## src/rtl/barrel_shifter_pkg.sv

```systemverilog
// Shared word width, shift-type codes and a rotate helper for the operand-2 shifter.
package barrel_shifter_pkg;

  localparam int WORD_WIDTH = 32;

  typedef enum logic [1:0] {
    SHIFT_LSL = 2'b00,
    SHIFT_LSR = 2'b01,
    SHIFT_ASR = 2'b10,
    SHIFT_ROR = 2'b11
  } shift_type_e;

  // Rotate right by taking the low half of the doubled word shifted down.
  function automatic logic [WORD_WIDTH-1:0] ror_word(input logic [WORD_WIDTH-1:0] v,
                                                     input logic [4:0] amt);
    logic [2*WORD_WIDTH-1:0] d;
    d = {v, v} >> amt;
    return d[WORD_WIDTH-1:0];
  endfunction

endpackage

```

## src/rtl/barrel_shifter_if.sv

```systemverilog
// Operand and result bundle between the execute stage and the operand-2 shifter.
interface barrel_shifter_if;
  import barrel_shifter_pkg::*;

  logic [WORD_WIDTH-1:0] in_Reg_val;
  logic [WORD_WIDTH-1:0] in_Imm_val;
  logic [4:0]            in_Shift_val;
  logic [3:0]            in_Rotate;
  logic [1:0]            in_Shift_type;
  logic                  in_Imm_sel;
  logic                  in_C_flag;
  logic [WORD_WIDTH-1:0] out_Op2;
  logic                  out_Carry;

  modport master (
    output in_Reg_val, in_Imm_val, in_Shift_val, in_Rotate, in_Shift_type,
           in_Imm_sel, in_C_flag,
    input  out_Op2, out_Carry
  );

  modport slave (
    input  in_Reg_val, in_Imm_val, in_Shift_val, in_Rotate, in_Shift_type,
           in_Imm_sel, in_C_flag,
    output out_Op2, out_Carry
  );

endinterface

```

## src/rtl/barrel_shifter_core.sv

```systemverilog
// Combinational operand-2 generator: register shift/rotate or rotated 8-bit immediate,
// plus the shifter carry-out.
module shifter_core
  import barrel_shifter_pkg::*;
(
  input  logic [WORD_WIDTH-1:0] i_reg_val,
  input  logic [7:0]            i_imm8,
  input  logic [4:0]            i_shift_val,
  input  logic [3:0]            i_rotate,
  input  logic [1:0]            i_shift_type,
  input  logic                  i_imm_sel,
  input  logic                  i_c_flag,
  output logic [WORD_WIDTH-1:0] o_op2,
  output logic                  o_carry
);

  // Shifts done one bit wider so the last bit shifted out lands in the extra bit.
  logic [WORD_WIDTH:0]   w_lsl;
  logic [WORD_WIDTH:0]   w_lsr;
  logic [WORD_WIDTH:0]   w_asr;
  logic [WORD_WIDTH-1:0] w_ror;
  logic [WORD_WIDTH-1:0] w_imm_rot;
  logic                  w_zero_amt;

  assign w_lsl      = {1'b0, i_reg_val} << i_shift_val;
  assign w_lsr      = {i_reg_val, 1'b0} >> i_shift_val;
  assign w_asr      = $signed({i_reg_val, 1'b0}) >>> i_shift_val;
  assign w_ror      = ror_word(i_reg_val, i_shift_val);
  assign w_imm_rot  = ror_word({24'b0, i_imm8}, {i_rotate, 1'b0});
  assign w_zero_amt = (i_shift_val == 5'd0);

  always_comb begin
    o_op2   = '0;
    o_carry = 1'b0;
    if (i_imm_sel) begin
      o_op2   = w_imm_rot;
      o_carry = (i_rotate == 4'd0) ? i_c_flag : w_imm_rot[WORD_WIDTH-1];
    end else begin
      case (shift_type_e'(i_shift_type))
        SHIFT_LSL: begin
          o_op2   = w_zero_amt ? i_reg_val : w_lsl[WORD_WIDTH-1:0];
          o_carry = w_zero_amt ? i_c_flag  : w_lsl[WORD_WIDTH];
        end
        // A zero amount encodes a shift by 32 for LSR and ASR.
        SHIFT_LSR: begin
          o_op2   = w_zero_amt ? '0 : w_lsr[WORD_WIDTH:1];
          o_carry = w_zero_amt ? i_reg_val[WORD_WIDTH-1] : w_lsr[0];
        end
        SHIFT_ASR: begin
          o_op2   = w_zero_amt ? {WORD_WIDTH{i_reg_val[WORD_WIDTH-1]}} : w_asr[WORD_WIDTH:1];
          o_carry = w_zero_amt ? i_reg_val[WORD_WIDTH-1] : w_asr[0];
        end
        SHIFT_ROR: begin
          o_op2   = w_zero_amt ? {i_c_flag, i_reg_val[WORD_WIDTH-1:1]} : w_ror;
          o_carry = w_zero_amt ? i_reg_val[0] : w_ror[WORD_WIDTH-1];
        end
        default: begin
          o_op2   = '0;
          o_carry = 1'b0;
        end
      endcase
    end
  end

endmodule

```

## src/rtl/barrel_shifter.sv

```systemverilog
// Operand-2 shifter top: combinational core followed by a single output register stage
// with asynchronous active-low reset.
module barrel_shifter
  import barrel_shifter_pkg::*;
(
  input  logic          in_Clk,
  input  logic          in_Rst_n,
  barrel_shifter_if.slave bs
);

  logic [WORD_WIDTH-1:0] w_op2_next;
  logic                  w_carry_next;
  logic [WORD_WIDTH-1:0] r_op2;
  logic                  r_carry;
  logic                  w_unused_imm_hi;

  // Only the low byte of the immediate is meaningful.
  assign w_unused_imm_hi = ^bs.in_Imm_val[WORD_WIDTH-1:8];

  shifter_core u_core (
    .i_reg_val    (bs.in_Reg_val),
    .i_imm8       (bs.in_Imm_val[7:0]),
    .i_shift_val  (bs.in_Shift_val),
    .i_rotate     (bs.in_Rotate),
    .i_shift_type (bs.in_Shift_type),
    .i_imm_sel    (bs.in_Imm_sel),
    .i_c_flag     (bs.in_C_flag),
    .o_op2        (w_op2_next),
    .o_carry      (w_carry_next)
  );

  always_ff @(posedge in_Clk or negedge in_Rst_n) begin
    if (!in_Rst_n) begin
      r_op2   <= '0;
      r_carry <= 1'b0;
    end else begin
      r_op2   <= w_op2_next;
      r_carry <= w_carry_next;
    end
  end

  assign bs.out_Op2   = r_op2;
  assign bs.out_Carry = r_carry;

endmodule

```

## src/flat_wrapper.sv

```systemverilog
// flat-port wrapper written by rule: the top's interface ports become plain ports
module barrel_shifter_flat import barrel_shifter_pkg::*;
  (in_Clk, in_Rst_n, bs_in_Reg_val, bs_in_Imm_val, bs_in_Shift_val, bs_in_Rotate, bs_in_Shift_type, bs_in_Imm_sel, bs_in_C_flag, bs_out_Op2, bs_out_Carry);
  barrel_shifter_if bs_i ();
  input  logic in_Clk;
  input  logic in_Rst_n;
  input wire logic [$bits(bs_i.in_Reg_val)-1:0] bs_in_Reg_val;
  input wire logic [$bits(bs_i.in_Imm_val)-1:0] bs_in_Imm_val;
  input wire logic [$bits(bs_i.in_Shift_val)-1:0] bs_in_Shift_val;
  input wire logic [$bits(bs_i.in_Rotate)-1:0] bs_in_Rotate;
  input wire logic [$bits(bs_i.in_Shift_type)-1:0] bs_in_Shift_type;
  input wire logic [$bits(bs_i.in_Imm_sel)-1:0] bs_in_Imm_sel;
  input wire logic [$bits(bs_i.in_C_flag)-1:0] bs_in_C_flag;
  output wire logic [$bits(bs_i.out_Op2)-1:0] bs_out_Op2;
  output wire logic [$bits(bs_i.out_Carry)-1:0] bs_out_Carry;
  assign bs_i.in_Reg_val = bs_in_Reg_val;
  assign bs_i.in_Imm_val = bs_in_Imm_val;
  assign bs_i.in_Shift_val = bs_in_Shift_val;
  assign bs_i.in_Rotate = bs_in_Rotate;
  assign bs_i.in_Shift_type = bs_in_Shift_type;
  assign bs_i.in_Imm_sel = bs_in_Imm_sel;
  assign bs_i.in_C_flag = bs_in_C_flag;
  assign bs_out_Op2 = bs_i.out_Op2;
  assign bs_out_Carry = bs_i.out_Carry;
  barrel_shifter u_core (.in_Clk(in_Clk), .in_Rst_n(in_Rst_n), .bs(bs_i));
endmodule
```

## config.mk

```make
export PLATFORM = sky130hd
export DESIGN_NAME = barrel_shifter_flat
export DESIGN_NICKNAME = d
export VERILOG_FILES = /design/src/rtl/barrel_shifter_pkg.sv /design/src/rtl/barrel_shifter_if.sv /design/src/rtl/barrel_shifter_core.sv /design/src/rtl/barrel_shifter.sv /design/src/flat_wrapper.sv
export SDC_FILE = /design/constraint.sdc
export NUM_CORES = 1
export LEC_CHECK = 0
export CAP_MARGIN = 10
export CORE_AREA = 2 2 175 177
export CTS_BUF_LIST = sky130_fd_sc_hd__clkbuf_2
export DETAILED_ROUTE_END_ITERATION = 10
export DIE_AREA = 0 0 177 179
export GPL_ROUTABILITY_DRIVEN = 0
export GPL_TIMING_DRIVEN = 1
export PLACE_DENSITY_LB_ADDON = 0.25
export SETUP_SLACK_MARGIN = 0.05
export SYNTH_ARGS = -nofsm -noshare
export SYNTH_HDL_FRONTEND = slang
export SYNTH_SLANG_ARGS = --single-unit
```

## constraint.sdc

```tcl
create_clock -name in_Clk -period 0.8 [get_ports in_Clk]
set_input_delay 0.16 -clock in_Clk [delete_from_list [all_inputs] [get_ports in_Clk]]
set_output_delay 0.16 -clock in_Clk [all_outputs]
set_load 0.1 [all_outputs]
```

==> results of run 1 <==
stage by stage:
stage	setup WS [ns]	power (mW)	TNS, ns	hold slack (ns)
after floorplan	-1.28	6.95	-36.90	-0.136
after global placement	-2.06	11.6	-56.88	0.140
after detailed placement	-1.98	11.6	-57.33	0.140
after CTS	-1.02	13.5	-45.67	0.190
after global routing	-1.08	14.8	-47.08	0.218
final	-1.05	14.3	-45.54	0.212
worst paths after layout:
check	start	endpoint	slack, ns	cells past startpoint
max	bs_in_Shift_val[0]	u_core.bs.out_Op2[14]	-1.05	7
min	in_Rst_n	u_core.bs.out_Op2[27]	0.21	3
min in group in_Clk	bs_in_Rotate[1]	u_core.bs.out_Op2[1]	0.33	4
max in group asynchronous	in_Rst_n	u_core.bs.out_Op2[6]	0.36	3
sequential cells by signal, summed over array words and instances, names as in the netlist:
register / count
u_core.bs.out_Carry: 1
u_core.bs.out_Op2: 32
worst max-delay path, delay by kind of cell:
kind	cells	cell delay [ns]
multiplexers	2	0.89
AO/OA/AOI/OAI	4	0.99
buffers and inverters	1	0.11
power breakdown:
part	internal (mW)	switching (mW)	total, mW
registers	1.98	0.165	2.14
logic	5.12	6.19	11.3
clock network	0.257	0.605	0.862
repair_timing:
| action | in CTS | in global routing |
|---|---|---|
| pin swaps | 59 | 64 |
| hold endpoints to repair | 33 | 0 |
| endpoints found under the setup margin | 66 | 66 |
| buffers inserted | 40 | 20 |
| cloned | 3 | 0 |
| hold buffers | 1 | 0 |
| resized for setup | 306 | 144 |
metal layers:
| layer | vias to the layer above | share of wire, % | track usage (%) |
|---|---|---|---|
| li1 | 4552 | - | - |
| met5 | - | 0 | 0 |
| met3 | 222 | 11 | 4.52 |
| met4 | 0 | 7.3 | 15.6 |
| met1 | 5235 | 39 | 37.8 |
| met2 | 803 | 42 | 42.5 |
placed cells by master (no fill, tap or decap), types with 7 or more instances in the layout:
master	count
buf_4	397
nand2_1	87
nor2_1	81
mux4_2	59
buf_6	57
mux2i_1	49
buf_12	49
a21oi_1	38
dfrtp_4	33
o21ai_0	28
mux2i_2	25
nor2_2	17
mux2_4	17
mux2_2	16
a31oi_1	16
o21ai_1	16
nand3_1	16
a21oi_2	16
clkbuf_2	15
nand2b_1	14
nor3_1	13
o211ai_1	12
buf_2	12
a221oi_2	11
mux2i_4	10
o22ai_1	9
a211oi_1	9
clkdlybuf4s50_1	9
a211oi_2	8
a22oi_2	7
dlygate4sd2_1	7
clkdlybuf4s15_2	7
cells by family (layout without fill, tap and decap cells):
group           Yosys count  count (layout)  share of synthesized area [%]
compound gates          306             306                           29.2
simple gates            286             286                           17.4
mux                     176             176                           34.5
buf+inv                 129             583                           7.76
flops                    33              33                           11.2
other cells               0               2                              0
final cells by class:
class | count | area share, %
timing repair buffer | 564 | 37.5
antenna | 2 | 0.0358
sequential | 33 | 6.80
tap | 396 | 3.55
multi-input combinational | 768 | 51.5
clock buffer | 8 | 0.287
inverter | 11 | 0.322
==> results.md, run 1 <==
* Yosys warns at 0
* Max_cap viols at 0
* Worst Path Required at 1.11 ns
* Die H at between 150 and 200 µm
* RSZ-0062 raised after global routing: yes
* H-tree levels at 2
* GR Util All Layers at 28.0%
* Final nets at 1462
* Global-route wire length before repair at around 66 mm
* WP data arrival at 2.16 ns
* Synth cell count leaders: nor2_1, nand2_1, mux2i_1, clkbuf_1, mux4_2
* Largest area contributor in the synthesized netlist: mux4_2
* Final min period at 1.85 ns
* Number of synthesized register bits at 33
* Site row count at 64
* DR WL/cell at 25.6 µm
* CTS buffer count at 5
* Global route overflow at 0
* CTS root buf: clkbuf_2
* Endpoints failing setup at 66
* HPWL Detailed at 35.3 mm
* Max-slew violation count at 0
* Status: finished with violations
* Area of the multi-input gates at 7200 µm²
* Synth top area cells: mux4_2, mux2i_1, dfrtp_1
* ANT nets after route at 0
* Synth Area per Inst at 7.92 µm²
* Critical Path End Type: flip-flop
* Main synth FF type: dfrtp_1
* CTS tree: yes
* Failing checks: negative setup slack
* Final Hold Viols at 0
* Final non-filler cell total at 1782
* DRT iter0 DRCs at ~1300
* Vias/cell at 6.07
* Async S/R FF share, synth at 100%
* Largest net degree at the start of global routing at 34
* Fillers at 2891
* First-pass iteration count of the detailed router at 6
* Crit path kind: primary input to flip-flop
* CP max stage cell: mux4_2
* Pwr/cell area at 1020 nW/µm²
* CP startpoint kind: primary input
* Total Wirelength at 45.6 mm
* Reg clk slew, reported paths at approximately 0.17 ns
* Initial Util at roughly a quarter
* Synth-to-Final Area Change at 89.6%
* Vias in the first global route at 10352
* Clock sinks at 33
* Max Fclk at 540 MHz
* Tightest Pin Transition at 0.574 ns
* Ratio of cells with drive above 1 in the final layout at roughly 63%
* Critical path peak fanout at 5
* Rel. slew slack at 61.7%
* Netlist cell types at 70
* IO buf count at 87
* Post-placement cell count at 1712
* Synth Cell Area at 7370 µm²
* Longest Clk Path Bufs at 2
* Crit path largest cell delay at around 0.57 ns
* # DRC at 0
* Top cell type's share of synthesized area at 18.0%
* Die width at 177 µm
* Sequential element share of the synthesized area at between 10% and 20%
* Via count at 10812
* Final core utilization at 46.5%
* Number of I/O pins at 112
* Full die area at 31700 µm²
* Core Region at 30000 µm²
* Post-synthesis instance total at 930
* Synthesized Nets at 1009
* Worst Hold Class: primary input to async pin
* Critical-path cell list: buf_16, mux4_2, mux2_4, a221o_1, o22a_2, a221oi_4, o22ai_1
* DP Area at around 12000 µm²
* Tcrit/Tclk final at 232%
* Register area at approximately 950 µm²
* Worst vdd ir at 0.394 mV
* Top-count cell post-synth: nor2_1
* Final WS setup at -1.05 ns
* Post-route cell area at 14000 µm²
* Initial antenna violation count at 1
* Post-synth EDFFs at 0
* Leakage power at about 5.8 nW
(Power assumes the default switching activity.)
==> inputs of run 2 (changes only) <==
SETUP_SLACK_MARGIN = not set   (was 0.05)
==> run 2 against run 1 <==
Effect of this change:
- the flow still finishes with violations (negative setup slack)
- critical path depth rose by 2
- sequential share of layout area rose by 0.084 points
- core utilization fell by 0.57 points
- cell count rose by 0.11%
- worst hold slack got worse by 0.0081 ns
- sequential cell count did not move
- largest power group unchanged
==> results.md, run 2 (synthesis results as in run 1) <==
* Largest net degree at the start of global routing at 34
* CP startpoint kind: primary input
* Full die area at 31700 µm²
* Max-slew violation count at 0
* Ratio of cells with drive above 1 in the final layout at 60.6%
* GRT met2 Usage at a little over two fifths
* Max_cap viols at 0
* Post-route cell area at 13800 µm²
* H-tree levels at 2
* DRT iter0 DRCs at 1373
* Min Hold Slack at 0.204 ns
* GRT busiest layer: met2
* Final WS setup at -1.07 ns
* Pwr/cell area at 1020 nW/µm²
* CTS tree: yes
* Worst Path Required at about 1.1 ns
* Worst Hold Class: primary input to async pin
* ANT nets after route at 0
* Clock sinks at 33
* HPWL Detailed at 35.3 mm
* Final min period at 1.87 ns
* IO buf count at between 80 and 90
* Synth-to-Final Area Change at 87.3%
* Final non-filler cell total at 1784
* DR WL/cell at 25.4 µm
* Site row count at 64
* Status: finished with violations
* Endpoints failing setup at 66
* Commonest non-fill, non-tap cell in the layout: buf_4
* Fillers at 2913
* Total Wirelength at ~45 mm
* Reg clk slew, reported paths at ~0.18 ns
* # DRC at 0
* Vias/cell at roughly 6
* Worst vdd ir at 0.396 mV
* CTS buffer count at 5
* GR Util All Layers at roughly 28%
* Die width at 177 µm
* Global-route wire length before repair at 66.4 mm
* CTS root buf: clkbuf_2
* Final nets at 1465
* Critical Path End Type: flip-flop
* RSZ-0062 raised after global routing: yes
* Tightest Pin Transition at about 0.62 ns
* Final Hold Viols at 0
* Global route overflow at 0
* Failing checks: negative setup slack
* Post-placement cell count at 1712
* Initial antenna violation count at 1
* Largest register FFs at 32
* Tcrit/Tclk final at 233%
* Initial Util at 24.5%
* Die H at 179 µm
* Core Region at 30000 µm²
* Max Fclk at 536 MHz
* Critical path peak fanout at 5
* Most frequent cells in the layout: buf_4, nor2_1, nand2_1, mux4_2, mux2i_1
* Vias in the first global route at 10409
* Via count at 10723
* Longest Clk Path Bufs at 2
* Leakage power at 5.78 nW
* Number of I/O pins at around 110
* Met1 usage at 38.4%
* Crit path kind: primary input to flip-flop
* DP Area at 12000 µm²
* Rel. slew slack at approximately three fifths
* First-pass iteration count of the detailed router at 5
* GR Layer Usage met3 at around 4.3%
* WP data arrival at 2.18 ns
[run 2: changes by cell type in the layout (fill, tap and decap cells not counted), sizes merged]
cell           delta
bufbuf            +1
dlygate4sd2       +3
clkdlybuf4s15     +2
clkbuf            -4
diode             -1
dlymetal6s2s      +1
[run 2: timing repair]
action,in CTS,in global routing
gates resized for setup,297,90
cloned,2,0
hold buffers,1,0
setup buffers,47,21
endpoints found under the setup margin,66,66
endpoints found under the hold margin,33,0
pin swaps,64,46
[run 2: per-stage QoR]
step	setup WS (ns)	total power, mW	utilization [%]	TNS (ns)
3_3_place_gp	-2.06	11.6	39.9	-56.88
4_1_cts	-1.03	13.4	44.3	-45.44
5_1_grt	-1.07	14.6	46.0	-47.74
3_5_place_dp	-1.98	11.6	39.9	-57.33
2_1_floorplan	-1.28	6.95	-	-36.90
6_report	-1.07	14.1	46.0	-46.17
[run 2: worst max path at each step]
stage | startpoint | cells after the start | slack, ns | to
after floorplan | bs_in_Shift_val[0] | 7 | -1.28 | u_core.bs.out_Op2[14]
after global placement | bs_in_Reg_val[1] | 10 | -2.06 | u_core.bs.out_Op2[7]
after detailed placement | bs_in_Reg_val[4] | 9 | -1.98 | u_core.bs.out_Carry
after CTS | bs_in_Shift_val[0] | 7 | -1.03 | u_core.bs.out_Op2[30]
after global routing | bs_in_Shift_val[0] | 10 | -1.07 | u_core.bs.out_Op2[7]
final | bs_in_Shift_val[0] | 9 | -1.07 | u_core.bs.out_Op2[7]
[run 2: final cells by class]
| class | count | area [µm²] | area share (%) |
|---|---|---|---|
| well taps | 396 | 495 | 3.59 |
| diodes | 1 | 2.50 | 0.0181 |
| flip-flops and latches | 33 | 950 | 6.88 |
| clock buffers | 8 | 40.0 | 0.290 |
| inverters | 11 | 45.0 | 0.326 |
| multi-input cells | 768 | 7040 | 51.0 |
| repair buffers | 567 | 5230 | 37.9 |
[run 2: layer usage]
| metal | up-vias | wire [µm] |
|---|---|---|
| li1 | 4558 | - |
| met4 | 0 | 2990 |
| met1 | 5161 | 18000 |
| met5 | - | 0 |
| met2 | 806 | 19400 |
| met3 | 198 | 4850 |
[run 2: report_power, final]
group / internal, mW / total, mW / switching, mW / leakage, nW
registers: 1.98 / 2.14 / 0.164 / 0.374
clock network: 0.257 / 0.868 / 0.611 / 0.0332
logic: 5.04 / 11.1 / 6.08 / 5.37
[run 2: worst max-delay path, cell delays in order]
cell and delay (ns):
bufbuf_16 0.24, buf_4 0.15, mux4_2 0.64, mux2i_2 0.23
mux2_4 0.20, nor2_1 0.06, a211oi_2 0.23, a211oi_1 0.12
buf_4 0.15
